## src/rtl/seg7_pkg.sv

```systemverilog
// Shared seven-segment definitions: active-low code table, blank code and the
// reverse decoder used by the scan reader (the encoder can use the same table).
package seg7_pkg;

    typedef logic [6:0] seg_t;

    // Decoded view of one segment pattern.
    typedef struct packed {
        logic       illegal;
        logic       blank;
        logic [3:0] hex;
    } seg_dec_t;

    // Frame handshake state.
    typedef enum logic {
        ST_IDLE = 1'b0,
        ST_PEND = 1'b1
    } frame_state_t;

    // Segment order {g,f,e,d,c,b,a}, 0 = lit.
    localparam seg_t SEG_BLANK = 7'b1111111;

    localparam seg_t SEG_HEX [16] = '{
        7'b1000000, 7'b1111001, 7'b0100100, 7'b0110000,
        7'b0011001, 7'b0010010, 7'b0000010, 7'b1111000,
        7'b0000000, 7'b0010000, 7'b0001000, 7'b0000011,
        7'b1000110, 7'b0100001, 7'b0000110, 7'b0001110
    };

    // Reverse lookup; hex is forced to 0 for blank and illegal patterns.
    function automatic seg_dec_t seg7_to_hex(input seg_t seg);
        seg_dec_t res;
        res.illegal = 1'b1;
        res.blank   = 1'b0;
        res.hex     = 4'h0;
        if (seg == SEG_BLANK) begin
            res.illegal = 1'b0;
            res.blank   = 1'b1;
        end
        for (int i = 0; i < 16; i++) begin
            if (seg == SEG_HEX[i]) begin
                res.illegal = 1'b0;
                res.hex     = 4'(i);
            end
        end
        return res;
    endfunction

endpackage

```

## src/rtl/seg7_digit_tracker.sv

```systemverilog
// Per-digit stability filter: a window sample has to repeat STABLE_SCANS
// times before it becomes the committed pattern. A one-cycle changed pulse
// marks every commit that actually alters the committed value.
module seg7_digit_tracker #(
    parameter int STABLE_SCANS = 3
) (
    input  logic       clk,
    input  logic       rst_n,
    input  logic       win_end,
    input  logic [6:0] sample,
    output logic [6:0] commit,
    output logic       changed
);
    import seg7_pkg::*;

    localparam logic [3:0] CNT_MAX = 4'(STABLE_SCANS);

    seg_t       cand_reg, cand_next;
    seg_t       commit_reg, commit_next;
    logic [3:0] cnt_reg, cnt_next;
    logic       changed_reg, changed_next;

    // Candidate/count update at window ends; commit looks at the updated
    // count so a commit lands on the same edge as the deciding sample.
    always_comb begin
        cand_next    = cand_reg;
        cnt_next     = cnt_reg;
        commit_next  = commit_reg;
        changed_next = 1'b0;
        if (win_end) begin
            if (sample == cand_reg) begin
                if (cnt_reg != CNT_MAX) begin
                    cnt_next = cnt_reg + 4'd1;
                end
            end else begin
                cand_next = sample;
                cnt_next  = 4'd1;
            end
        end
        // Re-stabilising on the pattern already committed is silent.
        if ((cnt_next == CNT_MAX) && (cand_next != commit_reg)) begin
            commit_next  = cand_next;
            changed_next = 1'b1;
        end
    end

    // Tracker state registers.
    always_ff @(posedge clk or negedge rst_n) begin
        if (!rst_n) begin
            cand_reg    <= SEG_BLANK;
            cnt_reg     <= 4'd0;
            commit_reg  <= SEG_BLANK;
            changed_reg <= 1'b0;
        end else begin
            cand_reg    <= cand_next;
            cnt_reg     <= cnt_next;
            commit_reg  <= commit_next;
            changed_reg <= changed_next;
        end
    end

    assign commit  = commit_reg;
    assign changed = changed_reg;

endmodule

```

## src/rtl/seg7_scan_reader.sv

```systemverilog
// Observes a multiplexed active-low seven-segment bus, filters each digit
// for stability and hands decoded snapshots to a consumer via valid/ready.
module seg7_scan_reader #(
    parameter int NUM_DIGITS   = 4,
    parameter int STABLE_SCANS = 3
) (
    input  logic                    clk,
    input  logic                    rst_n,
    input  logic [6:0]              seg_n,
    input  logic [NUM_DIGITS-1:0]   an_n,
    input  logic                    frame_ready,
    output logic                    frame_valid,
    output logic [4*NUM_DIGITS-1:0] digits,
    output logic [NUM_DIGITS-1:0]   digit_blank,
    output logic [NUM_DIGITS-1:0]   digit_illegal,
    output logic                    scan_err
);
    import seg7_pkg::*;

    // Input pipeline: one capture stage plus one delay stage so that the
    // sample taken at a window end is the last value seen inside the window.
    seg_t                  r_seg, r_seg_d;
    logic [NUM_DIGITS-1:0] r_an, r_an_d;

    logic [3:0]            low_cnt;
    logic                  an_multi;
    logic [NUM_DIGITS-1:0] win_end;
    logic [NUM_DIGITS-1:0] changed;
    seg_t                  commit [NUM_DIGITS];

    logic [4*NUM_DIGITS-1:0] snap_digits;
    logic [NUM_DIGITS-1:0]   snap_blank;
    logic [NUM_DIGITS-1:0]   snap_illegal;

    frame_state_t state_reg, state_next;
    logic         dirty_reg, dirty_next;
    logic         snap_en;
    logic         err_clr;
    logic         any_changed;

    logic [4*NUM_DIGITS-1:0] digits_reg;
    logic [NUM_DIGITS-1:0]   blank_reg;
    logic [NUM_DIGITS-1:0]   illegal_reg;
    logic                    scan_err_reg;

    // Two-stage capture of the display bus; idle level is all ones.
    always_ff @(posedge clk or negedge rst_n) begin
        if (!rst_n) begin
            r_seg   <= SEG_BLANK;
            r_seg_d <= SEG_BLANK;
            r_an    <= '1;
            r_an_d  <= '1;
        end else begin
            r_seg   <= seg_n;
            r_seg_d <= r_seg;
            r_an    <= an_n;
            r_an_d  <= r_an;
        end
    end

    // More than one active enable in the delayed stage makes the cycle
    // unusable; all enables high is simply an idle gap.
    always_comb begin
        low_cnt = 4'd0;
        for (int i = 0; i < NUM_DIGITS; i++) begin
            low_cnt = low_cnt + {3'b000, ~r_an_d[i]};
        end
        an_multi = (low_cnt > 4'd1);
    end

    generate
        for (genvar gi = 0; gi < NUM_DIGITS; gi++) begin : g_digit
            seg_dec_t dec;

            // Window closes when the delayed enable was active and the newer one is not.
            assign win_end[gi] = !an_multi && !r_an_d[gi] && r_an[gi];

            seg7_digit_tracker #(
                .STABLE_SCANS (STABLE_SCANS)
            ) u_tracker (
                .clk     (clk),
                .rst_n   (rst_n),
                .win_end (win_end[gi]),
                .sample  (r_seg_d),
                .commit  (commit[gi]),
                .changed (changed[gi])
            );

            assign dec                     = seg7_to_hex(commit[gi]);
            assign snap_digits[4*gi +: 4]  = dec.hex;
            assign snap_blank[gi]          = dec.blank;
            assign snap_illegal[gi]        = dec.illegal;
        end
    endgenerate

    assign any_changed = |changed;

    // Frame FSM: snapshot on the first change, hold while pending, and
    // re-snapshot on acceptance if anything changed in the meantime.
    always_comb begin
        state_next = state_reg;
        dirty_next = dirty_reg;
        snap_en    = 1'b0;
        err_clr    = 1'b0;
        case (state_reg)
            ST_IDLE: begin
                if (any_changed) begin
                    snap_en    = 1'b1;
                    state_next = ST_PEND;
                end
            end
            ST_PEND: begin
                if (frame_ready) begin
                    err_clr = 1'b1;
                    if (dirty_reg || any_changed) begin
                        snap_en    = 1'b1;
                        dirty_next = 1'b0;
                    end else begin
                        state_next = ST_IDLE;
                    end
                end else if (any_changed) begin
                    dirty_next = 1'b1;
                end
            end
            default: begin
                state_next = ST_IDLE;
                dirty_next = 1'b0;
            end
        endcase
    end

    // FSM state and dirty flag.
    always_ff @(posedge clk or negedge rst_n) begin
        if (!rst_n) begin
            state_reg <= ST_IDLE;
            dirty_reg <= 1'b0;
        end else begin
            state_reg <= state_next;
            dirty_reg <= dirty_next;
        end
    end

    // Output snapshot registers, loaded only on a snapshot event.
    always_ff @(posedge clk or negedge rst_n) begin
        if (!rst_n) begin
            digits_reg  <= '0;
            blank_reg   <= '1;
            illegal_reg <= '0;
        end else if (snap_en) begin
            digits_reg  <= snap_digits;
            blank_reg   <= snap_blank;
            illegal_reg <= snap_illegal;
        end
    end

    // Sticky enable-collision flag; a new collision wins over a clear.
    always_ff @(posedge clk or negedge rst_n) begin
        if (!rst_n) begin
            scan_err_reg <= 1'b0;
        end else if (an_multi) begin
            scan_err_reg <= 1'b1;
        end else if (err_clr) begin
            scan_err_reg <= 1'b0;
        end
    end

    assign frame_valid   = (state_reg == ST_PEND);
    assign digits        = digits_reg;
    assign digit_blank   = blank_reg;
    assign digit_illegal = illegal_reg;
    assign scan_err      = scan_err_reg;

endmodule

```

## config.mk

```make
export PLATFORM = sky130hd
export DESIGN_NAME = seg7_scan_reader
export DESIGN_NICKNAME = d
export VERILOG_FILES = /design/src/rtl/seg7_pkg.sv /design/src/rtl/seg7_digit_tracker.sv /design/src/rtl/seg7_scan_reader.sv
export SDC_FILE = /design/constraint.sdc
export NUM_CORES = 1
export LEC_CHECK = 0
export ABC_CLOCK_PERIOD_IN_PS = 8900
export CORE_MARGIN = 2
export CORE_UTILIZATION = 40
export CTS_CLUSTER_SIZE = 16
export DETAILED_ROUTE_END_ITERATION = 8
export DONT_BUFFER_PORTS = 1
export PLACE_DENSITY = 0.55
export RECOVER_POWER = 50
export SLEW_MARGIN = 20
export SYNTH_ARGS = -nofsm -noshare
export SYNTH_HDL_FRONTEND = slang
export SYNTH_SLANG_ARGS = --single-unit
```

## constraint.sdc

```tcl
create_clock -name clk -period 8.9 [get_ports clk]
set_clock_uncertainty 0.05 [all_clocks]
set_input_delay 1.335 -clock clk [delete_from_list [all_inputs] [get_ports clk]]
set_output_delay 1.335 -clock clk [all_outputs]
set_load 0.01 [all_outputs]
```

==> impl_summary.txt <==
----------------------------------------------------
[Status]
  Run status ... completed

[Die]
  Horizontal die dimension ... 136.3 µm
  Rows ... 48
  Starting density of the core ... 0.4064
  Vertical die dimension ... 136.3 µm
  Core Box Area ... 0.01724 mm²
  Area enclosed by the die boundary ... 0.01858 mm²
  Ports ... 40

[Worst hold path]
  Number of instances on the worst hold path ... 0
  Capture endpoint of the worst hold path ... r_seg_d[5]
  Hold path startpoint ... r_seg[5]
  Type of the tightest min-delay check ... flip-flop to flip-flop

[Yosys]
  Post-Syn Nets ... 708
  Largest cells by area after synthesis ... sky130_fd_sc_hd__dfstp_2 31%, sky130_fd_sc_hd__dfrtp_1 15%, sky130_fd_sc_hd__mux2_2 7.1%, sky130_fd_sc_hd__xnor2_1 4.1%, sky130_fd_sc_hd__nand2_1 3.8%
  FFs w/ async S/R, synth ... 1.000
  Number of different library cells in the post-synthesis netlist ... 75
  Per-instance average area after synthesis ... 10.17 µm²
  Post-synthesis instance area ... 0.007004 mm²
  Most frequently used flop master after synthesis ... sky130_fd_sc_hd__dfstp_2
  Number of enable flip-flop cells after synthesis ... 0
  Synthesized netlist cell count ... 689
  Area share of the largest cell type after synthesis ... 0.3076
  Number of warnings reported in the yosys synthesis log ... 0
  Sequential-to-total area share from yosys stat ... 0.4612
  Dominant cell type by area after synthesis ... sky130_fd_sc_hd__dfstp_2
  Post-synthesis sequential element count ... 125

[Final layout]
  Layout overhead on the synthesized area ... 9.861%
  Ratio of cells with drive above 1 in the final layout ... 0.2675
  Fill cells ... 1,615
  Commonest non-fill, non-tap cell in the layout ... sky130_fd_sc_hd__dfstp_2
  Diode count ... 0
  Share of the core filled with cells in the final layout ... 0.4464
  Commonest cells after routing, fill and taps aside ... 78 x sky130_fd_sc_hd__dfstp_2, 71 x sky130_fd_sc_hd__nand2_1, 48 x sky130_fd_sc_hd__nor2_1
  Post-layout net count ... 679

[Placed design]
  Worst setup slack after placement ... 5.152 ns
  Port Buf Inserts ... 0
  Routability-driven placement congestion ratio ... 0.8298
  Final HPWL DP ... 10.30 mm

[Routing]
  Routed WL ... 15.28 mm
  Routed wirelength normalized by instance count ... 17.01 µm
  DRT antenna net count ... 0
  Drt drc ... 0
  First-pass iteration count of the detailed router ... 5
  Violation count after the first detailed-routing iteration ... 313
  Total number of vias ... 5,040
  Via-to-Cell Ratio ... 5.612

[Global routing]
  Vias in the first global route ... 4,979
  Number of antenna violations at the first check in global routing ... 0
  GRT overflow ... 0
  Largest net degree at the start of global routing ... 126
  Wire length of the first global-routing pass ... 25.25 mm
  GRT Resource Usage Total ... 0.1743

[Timing]
  Setup_tns ... 0 ns
  Share of the clock period used by the worst path after layout ... 0.4197
  Final Max Slew Viols ... 0
  Unrepaired setup endpoints after global routing ... false
  Final Worst Setup Slack ... 5.165 ns
  Achievable frequency ... 267.7 MHz
  Headroom to the max-slew limit ... 0.3420
  Post-layout min period ... 3.735 ns
  Final-layout worst hold slack ... 0.3046 ns
  Least-Margin Pin Slew ... 0.9844 ns
  Number of hold violations in the final report ... 0
  Setup violators final ... 0

[Clocking]
  TritonCTS clock tree ... built
  Clock Pin Slew Worst Setup and Hold Paths ... 0.06 ns
  Total number of clock tree sinks ... 125
  Maximum number of buffers from clock root to sink ... 2
  Number of buffers inserted during clock tree synthesis ... 17
  CTS hold repair buffers ... 0
  Post-CTS setup-driven buffer insertion count ... 0
  Root Buffer ... sky130_fd_sc_hd__clkbuf_16
  Total number of H-tree levels ... 4
  Post_cts resized ... 0
  Clock latency on the worst-skew pair ... 0.42 ns

[Worst setup path]
  CP Max Fanout ... 10
  Logic depth of the worst register-to-register path ... 9
  FF-to-FF End ... g_digit[1].u_tracker.commit[2]
  CP Launch Type ... flip-flop
  Crit end category ... flip-flop
  Crit path DAT ... 4.03 ns
  Data required time of the worst path ... 9.19 ns
  Classification of the worst setup path ... flip-flop to flip-flop
  Worst reg-to-reg setup slack ... 5.16 ns
  Reg2Reg Launch Point ... r_an_d[0]

[Power and ir drop]
  IR Drop Worst-Case VDD ... 0.1939 mV
  LEAKAGE ... 2.950 nW
  Power Total ... 2.519 mW
  Power density over the cells ... 327.3 mW/mm²

[Run]
  Max capacitance violation total ... 0

----------------------------------------------------
-- worst max path at each step --
stage	from	end	cells past startpoint
after global placement	r_an_d[0]	g_digit[3].u_tracker.commit[5]	9
after global routing	r_an_d[0]	g_digit[1].u_tracker.commit[5]	9
after CTS	r_an_d[0]	g_digit[1].u_tracker.commit[2]	9
final	r_an_d[0]	g_digit[1].u_tracker.commit[2]	9
after floorplan	r_an_d[0]	g_digit[3].u_tracker.commit[5]	10
after detailed placement	r_an_d[0]	g_digit[3].u_tracker.commit[5]	9
-- logic make-up after synthesis --
family          Yosys count  synth area share
simple gates            233            0.1743
compound gates          142            0.1497
flops                   125            0.4612
buf+inv                  69           0.04037
xor+xnor                 61           0.07842
mux                      54           0.08592
fa+ha+maj                 5           0.01000
-- where the power goes --
part           switching, mW  internal (mW)
logic                  0.388          0.357
clock network          0.260          0.437
registers              0.287          0.790
-- layer usage --
| metal | vias to the layer above | track usage | wire length [µm] |
|---|---|---|---|
| met1 | 2504 | 0.2270 | 6947 |
| met2 | 98 | 0.2792 | 7343 |
| met3 | 22 | 0.04810 | 729 |
| li1 | 2416 | - | - |
| met4 | 0 | 0.06019 | 259 |
| met5 | - | 0 | 0 |
-- metrics by stage --
stage,instance area [µm²],std cells
floorplan,7004,689
global placement,7089,866
detailed placement,7089,866
CTS,7695,898
global route,7695,898
finish,7695,898
-- Yosys cell counts, types with 7 or more instances --
master / n
sky130_fd_sc_hd__nand3_1: 13
sky130_fd_sc_hd__dfstp_2: 82
sky130_fd_sc_hd__nor2_1: 48
sky130_fd_sc_hd__nand2_1: 71
sky130_fd_sc_hd__nor2b_1: 8
sky130_fd_sc_hd__nand2b_1: 9
sky130_fd_sc_hd__nand4_1: 11
sky130_fd_sc_hd__o31ai_1: 11
sky130_fd_sc_hd__clkbuf_1: 39
sky130_fd_sc_hd__nor3_1: 27
sky130_fd_sc_hd__a21oi_1: 22
sky130_fd_sc_hd__mux2_2: 44
sky130_fd_sc_hd__xnor2_1: 33
sky130_fd_sc_hd__o21ai_0: 33
sky130_fd_sc_hd__o22ai_1: 8
sky130_fd_sc_hd__inv_1: 19
sky130_fd_sc_hd__a31oi_1: 16
sky130_fd_sc_hd__xor2_1: 26
sky130_fd_sc_hd__dfrtp_1: 43
sky130_fd_sc_hd__buf_2: 7
-- worst max-delay path: stages (launching register included) --
cell,delay [ns]
sky130_fd_sc_hd__dfstp_2,0.54
sky130_fd_sc_hd__inv_1,0.05
sky130_fd_sc_hd__fa_1,0.53
sky130_fd_sc_hd__nor2b_4,0.18
sky130_fd_sc_hd__nor4b_2,0.81
sky130_fd_sc_hd__o31ai_1,0.19
sky130_fd_sc_hd__a22o_1,0.33
sky130_fd_sc_hd__nor4b_4,0.37
sky130_fd_sc_hd__o31a_2,0.28
sky130_fd_sc_hd__mux2_2,0.34
-- cell type report --
| type | count | area [µm²] | area share |
|---|---|---|---|
| multi-input combinational | 495 | 3491 | 0.4537 |
| sequential | 125 | 3231 | 0.4198 |
| clock buffer | 20 | 467.9 | 0.06081 |
| tap | 225 | 281.5 | 0.03659 |
| clock inverter | 12 | 137.6 | 0.01789 |
| inverter | 19 | 71.32 | 0.009268 |
| timing repair buffer | 2 | 15.01 | 0.001951 |
No activity file was read; power rests on OpenSTA's default activity.
